## src/rtl/cdc_handshake_rx.sv

```systemverilog
// cdc_handshake_rx: 4-phase req/ack receiver with one-entry valid/ready holding register.
// Define CDC_HANDSHAKE_RX_TIMEOUT_EN to add the ack timeout counter and ERR state.
module cdc_handshake_rx #(
    parameter int unsigned WIDTH          = 16,
    parameter int unsigned TIMEOUT_CYCLES = 1023
) (
    input  logic             clk,
    input  logic             reset_n,
    input  logic             req_async,
    input  logic [WIDTH-1:0] data_async,
    output logic             ack,
    output logic             out_valid,
    output logic [WIDTH-1:0] out_data,
    input  logic             out_ready,
    output logic             busy,
    output logic [15:0]      xfer_count,
    output logic             timeout
);
    typedef enum logic [1:0] {IDLE, ACK, ERR} state_t;

    if (TIMEOUT_CYCLES == 0) begin : g_bad_timeout
        $error("TIMEOUT_CYCLES must be at least 1");
    end

    state_t           state_q, state_d;
    logic             sync1_q, sync2_q;
    logic             ack_q, ack_d;
    logic             out_valid_q, out_valid_d;
    logic [WIDTH-1:0] out_data_q, out_data_d;
    logic [15:0]      xfer_count_q, xfer_count_d;
    logic             req_s, capture;

    assign req_s   = sync2_q;
    assign capture = (state_q == IDLE) && req_s && (!out_valid_q || out_ready);

`ifdef CDC_HANDSHAKE_RX_TIMEOUT_EN
    localparam int unsigned CW = $clog2(TIMEOUT_CYCLES + 1);
    logic [CW-1:0] cnt_q, cnt_d;
    logic          timeout_q, timeout_d, to_err;

    // cnt_q counts edges already spent in ACK, so hitting the limit on this edge means cnt_q == limit-1
    assign to_err = (state_q == ACK) && req_s && (cnt_q == CW'(TIMEOUT_CYCLES - 1));

    always_comb begin
        state_d = capture ? ACK : to_err ? ERR : (state_q != IDLE && !req_s) ? IDLE : state_q;
    end

    always_comb begin
        cnt_d     = capture ? '0 : (state_q == ACK && req_s) ? cnt_q + CW'(1) : cnt_q;
        timeout_d = timeout_q | to_err;
    end

    always_ff @(posedge clk) begin
        if (!reset_n) begin
            cnt_q     <= '0;
            timeout_q <= 1'b0;
        end else begin
            cnt_q     <= cnt_d;
            timeout_q <= timeout_d;
        end
    end

    assign timeout = timeout_q;
`else
    always_comb begin
        state_d = capture ? ACK : (state_q == ACK && !req_s) ? IDLE : state_q;
    end

    assign timeout = 1'b0;
`endif

    always_comb begin
        ack_d        = (state_d == ACK);
        out_valid_d  = capture ? 1'b1 : (out_valid_q && out_ready) ? 1'b0 : out_valid_q;
        out_data_d   = capture ? data_async : out_data_q;
        xfer_count_d = xfer_count_q + {15'd0, capture};
    end

    always_ff @(posedge clk) begin
        if (!reset_n) begin
            state_q      <= IDLE;
            sync1_q      <= 1'b0;
            sync2_q      <= 1'b0;
            ack_q        <= 1'b0;
            out_valid_q  <= 1'b0;
            out_data_q   <= '0;
            xfer_count_q <= '0;
        end else begin
            state_q      <= state_d;
            sync1_q      <= req_async;
            sync2_q      <= sync1_q;
            ack_q        <= ack_d;
            out_valid_q  <= out_valid_d;
            out_data_q   <= out_data_d;
            xfer_count_q <= xfer_count_d;
        end
    end

    assign ack        = ack_q;
    assign out_valid  = out_valid_q;
    assign out_data   = out_data_q;
    assign xfer_count = xfer_count_q;
    assign busy       = (state_q != IDLE);
endmodule

```

## config.mk

```make
export PLATFORM = sky130hd
export DESIGN_NAME = cdc_handshake_rx
export DESIGN_NICKNAME = d
export VERILOG_FILES = /design/src/rtl/cdc_handshake_rx.sv
export SDC_FILE = /design/constraint.sdc
export NUM_CORES = 1
export LEC_CHECK = 0
export ABC_AREA = 1
export CORE_MARGIN = 1
export CORE_UTILIZATION = 35
export CTS_CLUSTER_DIAMETER = 120
export CTS_CLUSTER_SIZE = 28
export DETAILED_ROUTE_END_ITERATION = 10
export GPL_ROUTABILITY_DRIVEN = 0
export GPL_TIMING_DRIVEN = 0
export PLACE_DENSITY_LB_ADDON = 0.1
export REMOVE_ABC_BUFFERS = 1
export SETUP_SLACK_MARGIN = 0.05
export SLEW_MARGIN = 20
export SYNTH_ARGS = -nofsm -noshare
export SYNTH_HDL_FRONTEND = slang
export SYNTH_SLANG_ARGS = --single-unit
```

## constraint.sdc

```tcl
create_clock -name clk -period 2.83 [get_ports clk]
set_input_delay 0.283 -clock clk [delete_from_list [all_inputs] [get_ports clk]]
set_output_delay 0.283 -clock clk [all_outputs]
set_load 0.005 [all_outputs]
```

==> out/metrics.yaml, run 1 <==
drv_slew: 0
dp_hpwl_um: 2360
drtIter0Drc: 92
grt_pass1_wl_um: 5700
numCtsBuffers: 5
cp.depth: 14
die_w_um: 69.5
path_cells: "clkdlybuf4s50_1 > inv_1 > nand2_1 > nand3_4 > inv_4 > ha_1 > ha_1 > nand2_1 > nor2_1 > nand2_1 > nor2_1 > nand2_1 > nand2_1 > nor2_1"
routed_wl_um: 3390
ys_ff_latch: 38
synth_seq_area_share_pct: 47.8
worst_pin_slew_ns: 0.821
area_growth_pct: 40.9
status: "finished clean"
setup_viol: 0
leakagePower_nw: 0.873
hold_violations: 0
clock_path_buffers: 2
worstHoldPathCells: 2
cts_num_sinks: 38
r2r_end: "xfer_count[10]$_SDFF_PN0_"
syn_area_per_cell_um2: 7.55
overflow: 0
post-route-period-util_pct: 83.3
ctsHoldBuffers: 0
path_max_fanout: 19
ios: 56
max-cap-violations: 0
final_common_cell: "nand2_1"
cp.required_ns: 2.99
root_buffer: "clkbuf_8"
crit_buf_inv: 3
first_pass_iters: 4
ys_types: 26
maxSlewHeadroom_pct: 44.9
cts_resized: 0
ant_nets: 0
vdd_drop_max_mv: 0.242
antenna_cells: 0
r2r_cells: 12
antenna_found_initial: 0
dieArea_um2: 4820
drive_gt1_share_pct: 10.5
hp-start: "sync1_q$_SDFF_PN0_"
hp-class: "register to register"
rows: 24
cp-end-kind: "register"
cts_tree: "yes"
cts_max_level: 2
layout_min_cycle_time_ns: 2.36
start_kind: "input pin"
die_h_um: 69.5
final_nets: 288
cpPeakStageDelay_ns: 0.46
holdPathEnd: "req_s$_SDFF_PN0_"
wire_per_inst_um: 10.6
grt_pass1_vias: 1263
worstSetupPathType: "input pin to register"
vias: 1421
power.density_nw_per_um2: 457
initial_core_util_pct: 36.6
cp_top_family: "simple AND/OR/NAND/NOR gates"
cpMaxStageDelayCell: "clkdlybuf4s50_1"
cpMostUsedCell: "nand2_1"
port_buffers: 54
skew_ns: 0.00463
r2r_start: "state_q[1]$_SDFF_PN0_"
syn_inst: 211
mostFrequentLayoutCells: "61 x nand2_1, 54 x clkdlybuf4s50_1, 38 x dfxtp_1"
yosys_warnings: 0
grt_start_max_net_pins: 26
p_total_mw: 1.03
vias_per_cell: 4.45
setup_tns_ns: 0
clk_latency_ns: 0.29
fmax_mhz: 424
rsz0062_at_grt: "false"
post_cts_buffers: 0
grt_use_total_pct: 14.8
rrSetupSlack_ns: 0.55
cts.clk_slew.worst_paths_ns: 0.08
crit_arrival_ns: 2.51
syn_area_um2: 1590
coreArea_um2: 4350
drc: 0
==> worst max-delay path by stage <==
stage,startpoint,endpoint
final,out_ready,xfer_count[10]$_SDFF_PN0_
after global routing,out_ready,xfer_count[10]$_SDFF_PN0_
after detailed placement,out_ready,xfer_count[10]$_SDFF_PN0_
after global placement,out_ready,xfer_count[10]$_SDFF_PN0_
after floorplan,state_q[1]$_SDFF_PN0_,xfer_count[10]$_SDFF_PN0_
after CTS,out_ready,xfer_count[10]$_SDFF_PN0_
==> cell families (layout without fill, tap and decap cells) <==
kind of cell	Yosys count	count (layout)	synth area share, %
compound gates	29	29	11.8
xor+xnor	2	2	1.10
fa+ha+maj	2	2	1.57
buf+inv	30	86	8.64
flops	38	38	47.8
other cells	1	1	0.235
simple gates	109	109	28.9
==> sequential cells by signal (all words and copies together) (netlist names) <==
signal,flops
ack,1
out_data,16
out_valid,1
req_s,1
state_q,2
sync1_q,1
xfer_count,16
==> cell usage after synthesis <==
library cell / count / share of area [%]
o21bai_1: 1 / 0.47
buf_2: 2 / 0.63
a21oi_1: 11 / 3.5
nor2_2: 1 / 0.39
clkbuf_1: 2 / 0.47
o21ai_0: 5 / 1.6
buf_4: 1 / 0.47
buf_12: 1 / 1.3
nand3_4: 1 / 1.1
conb_1: 1 / 0.24
a21oi_2: 9 / 4.9
o21a_1: 1 / 0.47
inv_1: 22 / 5.2
dfxtp_1: 38 / 48
nor3_1: 3 / 0.94
nand3_1: 5 / 1.6
ha_1: 2 / 1.6
a31oi_1: 1 / 0.39
nand2_1: 61 / 14
nand4_1: 1 / 0.39
inv_4: 1 / 0.39
a211oi_1: 1 / 0.47
nand2_2: 9 / 3.5
xor2_1: 2 / 1.1
clkinv_1: 1 / 0.24
nor2_1: 28 / 6.6
==> worst register-to-register path, stage by stage, from the launching register on <==
cell and delay (ns):
dfxtp_1 0.34, nor2_2 0.17, nand3_4 0.24, inv_4 0.29, ha_1 0.25, ha_1 0.20
nand2_1 0.09, nor2_1 0.15, nand2_1 0.16, nor2_1 0.12, nand2_1 0.05, nand2_1 0.06
nor2_1 0.03
==> metal layers <==
| layer | track usage, % | share of wire (%) | up-vias | wire [µm] |
|---|---|---|---|---|
| met5 | 0 | 0 | - | 0 |
| met4 | 6.12 | 1.4 | 0 | 46 |
| met3 | 3.92 | 4.5 | 5 | 154 |
| met2 | 22.2 | 45 | 28 | 1510 |
| met1 | 20.1 | 49 | 628 | 1670 |
| li1 | - | - | 760 | - |
==> through the flow <==
step / util [%] / worst slack (ns) / instance area (µm²) / std cells / hold WS [ns]
final: 51.6 / 0.474 / 2240 / 319 / 0.419
after global routing: 51.6 / 0.0953 / 2240 / 319 / 0.459
after CTS: 51.6 / 0.427 / 2240 / 319 / 0.425
after detailed placement: 49.5 / 0.122 / 2150 / 311 / 0.406
after global placement: 49.5 / 0.145 / 2150 / 311 / 0.395
after floorplan: - / 0.912 / 1550 / 205 / 0.376
==> layout make-up <==
class / instances / area [µm²]
fill: 440 / 2110
timing repair buffer: 54 / 541
clock inverter: 1 / 5.00
inverter: 24 / 92.6
sequential: 38 / 761
clock buffer: 7 / 86.3
tap: 52 / 65.1
multi-input combinational: 143 / 694
==> report_power, final <==
group / internal [mW] / total (mW) / switching (mW)
clock network: 0.197 / 0.389 / 0.193
logic: 0.0499 / 0.0864 / 0.0365
registers: 0.546 / 0.551 / 0.00541
(Power assumes the default switching activity.)
==> run 2: changes to the inputs <==
clock period = 2.28 ns   (was 2.83 ns; I/O delays follow)
==> run 2 against run 1 <==
Net effect:
- clock skew increased by 0.0021 ns
- utilization rose by 0.49 points
- clock power is 23% higher
- total power increased by 24%
- first-iteration DRC count is 14% lower
- register-to-register slack worse by 0.18 ns
- critical path depth unchanged
- hold slack better by 0.0016 ns
- cell count up 0.31%
- largest power group unchanged
==> out/metrics.yaml, run 2 (synthesized netlist as in run 1, its figures left out) <==
crit_arrival_ns: 2.10
routed_wl_um: 3370
area_growth_pct: 42.3
cts_tree: "yes"
initial_core_util_pct: 36.6
rsz0062_at_grt: "false"
overflow: 0
vdd_drop_max_mv: 0.296
vias_per_cell: 4.48
place_area_um2: 2150
cts_max_level: 2
ios: 56
hp-class: "register to register"
setup_viol: 0
post-route-period-util_pct: 84.7
leakagePower_nw: 0.878
mostFrequentLayoutCells: "60 x nand2_1, 54 x clkdlybuf4s50_1, 38 x dfxtp_1"
cts.clk_slew.worst_paths_ns: 0.08
cp-end-kind: "register"
path_max_fanout: 17
grt_pass1_wl_um: 5700
final_common_cell: "nand2_1"
drive_gt1_share_pct: 11.9
die_h_um: 69.5
drv_slew: 0
final_core_util_pct: 52.0
skew_ns: 0.00678
cpMaxStageDelayCell: "clkdlybuf4s50_1"
numCtsBuffers: 5
clk_latency_ns: 0.28
max-cap-violations: 0
die_w_um: 69.5
coreArea_um2: 4350
status: "finished clean"
cpMostUsedCell: "nand2_1"
dp_hpwl_um: 2360
dieArea_um2: 4820
wire_per_inst_um: 10.5
antenna_cells: 0
final_cell_area_um2: 2270
cp_top_family: "simple AND/OR/NAND/NOR gates"
power.density_nw_per_um2: 562
cts_num_sinks: 38
maxSlewHeadroom_pct: 61.7
multiInputGateArea_um2: 699
final_nets: 289
cp.required_ns: 2.45
crit_buf_inv: 3
vias: 1434
path_cells: "clkdlybuf4s50_1 > inv_1 > nand2_1 > nand3_4 > inv_8 > ha_1 > ha_1 > nand2_1 > nor2_2 > nand2_2 > nor2_1 > nand2_1 > nand2_1 > nor2_1"
antenna_found_initial: 0
drc: 0
worst_pin_slew_ns: 0.572
register_area_um2: 761
worstSetupPathType: "input pin to register"
first_pass_iters: 4
ctsHoldBuffers: 0
port_buffers: 54
layout_min_cycle_time_ns: 1.93
start_kind: "input pin"
rows: 24
drtIter0Drc: 79
grt_pass1_vias: 1268
hold_violations: 0
clock_path_buffers: 2
fillers: 438
grt_start_max_net_pins: 26
grt_use_total_pct: 14.8
ant_nets: 0
root_buffer: "clkbuf_8"
cpPeakStageDelay_ns: 0.46
fmax_mhz: 518
[run 2: cell count changes in the layout (fill, tap and decap cells not counted)]
| cell | previous run | this run |
|---|---|---|
| buf_4 | 0 | 1 |
| clkinv_1 | 1 | 0 |
| clkinvlp_4 | 0 | 1 |
| inv_4 | 1 | 0 |
| inv_8 | 0 | 1 |
| nand2_1 | 61 | 60 |
| nand2_2 | 9 | 10 |
| nor2_1 | 28 | 27 |
| nor2_2 | 1 | 2 |
[run 2: metal layers]
layer  track usage, %  up-vias  wire (µm)
met4             6.12        0         46
met3             3.92        5        159
met2             22.1       30       1520
met5                0        -          0
met1             20.1      635       1650
li1                 -      764          -
[run 2: report_power, final]
group,internal (mW),switching [mW]
Combinational,0.0634,0.0466
Clock,0.244,0.234
Sequential,0.677,0.00670
[run 2: area by class of cell]
cell class | instances | share of cell area [%]
Clock inverter | 1 | 0.221
Inverter | 24 | 4.47
Sequential cell | 38 | 33.6
Multi-Input combinational cell | 143 | 30.9
Tap cell | 52 | 2.87
Clock buffer | 7 | 3.81
Timing Repair Buffer | 55 | 24.2
[run 2: repair_timing]
| action | in CTS | in global routing |
|---|---|---|
| endpoints found under the setup margin | 3 | 6 |
| gates resized for setup | 2 | 3 |
| setup buffers | 1 | 0 |
[run 2: worst paths after layout]
kind	from	to	slack, ns	cells after the start
min reg2reg	sync1_q$_SDFF_PN0_	req_s$_SDFF_PN0_	0.42	2
max reg2reg	state_q[1]$_SDFF_PN0_	xfer_count[10]$_SDFF_PN0_	0.37	12
min	sync1_q$_SDFF_PN0_	req_s$_SDFF_PN0_	0.42	2
max	out_ready	xfer_count[10]$_SDFF_PN0_	0.35	14
[run 2: per-stage QoR]
| stage | setup WS, ns | power (mW) | TNS, ns | cells | hold slack, ns |
|---|---|---|---|---|---|
| 2_1_floorplan | 0.362 | 0.738 | 0 | 205 | 0.321 |
| 3_3_place_gp | -0.350 | 0.808 | -2.63 | 311 | 0.395 |
| 3_5_place_dp | -0.373 | 0.809 | -3.07 | 311 | 0.406 |
| 4_1_cts | 0.126 | 1.29 | 0 | 320 | 0.425 |
| 5_1_grt | 0.0613 | 1.32 | 0 | 320 | 0.459 |
| 6_report | 0.349 | 1.27 | 0 | 320 | 0.421 |
[run 2: worst register-to-register path: cells and delay by family (launching register included)]
family / cells / cell delay [ns]
and+or+nand+nor: 9 / 0.89
DFF: 1 / 0.34
buffers and inverters: 1 / 0.14
adders and majority gates: 2 / 0.42
==> run 3: changes to the inputs <==
clock period = 1.9 ns   (was 2.28 ns; I/O delays follow)
==> run 3 against run 2 <==
Net effect:
- total power up 21%
- sequential share of layout area down 0.83 points
- sequential power up 20%
- clock skew up 0.00077 ns
- utilization up 1.4 points
- clock-buffer cell count unchanged
- register-to-register slack worse by 0.04 ns
- non-clock buffer count up 3
- first-iteration DRC count up 15%
- critical path type unchanged
- highest routed layer unchanged
==> out/metrics.yaml, run 3 (synthesized netlist as in run 1, its figures left out) <==
initial_core_util_pct: 36.6
drv_slew: 0
clock_path_buffers: 2
area_growth_pct: 46.1
rows: 24
vias_per_cell: 4.47
clk_latency_ns: 0.29
mostFrequentLayoutCells: "58 x nand2_1, 54 x clkdlybuf4s50_1, 37 x dfxtp_1"
vias: 1443
layout_min_cycle_time_ns: 1.62
die_w_um: 69.5
cts_num_sinks: 38
layout_setup_ws_ns: 0.281
ant_nets: 0
max-cap-violations: 0
ctsHoldBuffers: 0
status: "finished clean"
root_buffer: "clkbuf_8"
final_common_cell: "nand2_1"
grt_start_max_net_pins: 26
path_max_fanout: 25
dieArea_um2: 4820
cts_tree: "yes"
hold_violations: 0
port_buffers: 54
numCtsBuffers: 5
drc: 0
cp.required_ns: 2.10
grt_use_total_pct: 14.9
skew_ns: 0.00754
r2r_cells: 12
antenna_cells: 0
crit_arrival_ns: 1.82
grt_pass1_vias: 1269
antenna_found_initial: 0
cp-end-kind: "register"
worstHoldPathCells: 2
dp_cells: 311
final_core_util_pct: 53.4
dp_hpwl_um: 2360
final_cells: 323
hp-class: "register to register"
start_kind: "input pin"
coreArea_um2: 4350
ios: 56
grt_pass1_wl_um: 5730
maxSlewHeadroom_pct: 65.0
cts_max_level: 2
leakagePower_nw: 0.896
rsz0062_at_grt: "false"
die_h_um: 69.5
overflow: 0
wire_per_inst_um: 10.7
drive_gt1_share_pct: 14.8
worstSetupPathType: "input pin to register"
vdd_drop_max_mv: 0.363
worst_pin_slew_ns: 0.524
fmax_mhz: 618
drtIter0Drc: 91
setup_tns_ns: 0
first_pass_iters: 4
setup_viol: 0
post-route-period-util_pct: 85.2
final_nets: 292
routed_wl_um: 3470
place_ws_ns: -0.715
cts.clk_slew.worst_paths_ns: 0.08
power.density_nw_per_um2: 662
run 3: cell type report:
class,instances,area [µm²]
inverter,24,98.8
tap,52,65.1
clock inverter,1,5.00
fill,425,2030
timing repair buffer,58,571
sequential,38,762
multi-input combinational,143,739
clock buffer,7,86.3
run 3: metrics by stage:
stage | hold slack [ns] | instance area [µm²] | power, mW
after floorplan | 0.283 | 1550 | 0.886
after global placement | 0.395 | 2150 | 0.969
after detailed placement | 0.406 | 2150 | 0.970
after CTS | 0.425 | 2270 | 1.55
after global routing | 0.461 | 2330 | 1.60
final | 0.424 | 2330 | 1.54
run 3: what timing repair did:
action	CTS	global route
pin swaps	1	3
buffers inserted	2	2
setup endpoints to repair	32	4
gates resized for setup	5	9
cloned	0	0
hold endpoints to repair	0	0
run 3: path summary, 6_finish.rpt:
path                                       startpoint                   endpoint  slack, ns
worst min-delay path               sync1_q$_SDFF_PN0_           req_s$_SDFF_PN0_       0.42
worst max-delay path                          reset_n   xfer_count[6]$_SDFF_PN0_       0.28
worst min register to register     sync1_q$_SDFF_PN0_           req_s$_SDFF_PN0_       0.42
worst max register to register  state_q[0]$_SDFF_PN0_  xfer_count[10]$_SDFF_PN0_       0.33
run 3: routing by layer:
| layer | track usage, % | share of wire (%) | up-vias |
|---|---|---|---|
| met5 | 0 | 0 | - |
| met4 | 6.12 | 1.3 | 0 |
| met3 | 3.92 | 5.0 | 5 |
| met2 | 22.0 | 44 | 32 |
| met1 | 20.5 | 50 | 637 |
| li1 | - | - | 769 |
run 3: where the power goes:
part	internal [mW]	switching [mW]	total [mW]
sequential	0.813	0.00912	0.822
combinational	0.0790	0.0568	0.136
clock	0.293	0.290	0.584
run 3: critical path: stages:
cell and delay [ns]:
clkdlybuf4s50_1 0.80, clkinv_2 0.49, a211oi_1 0.33
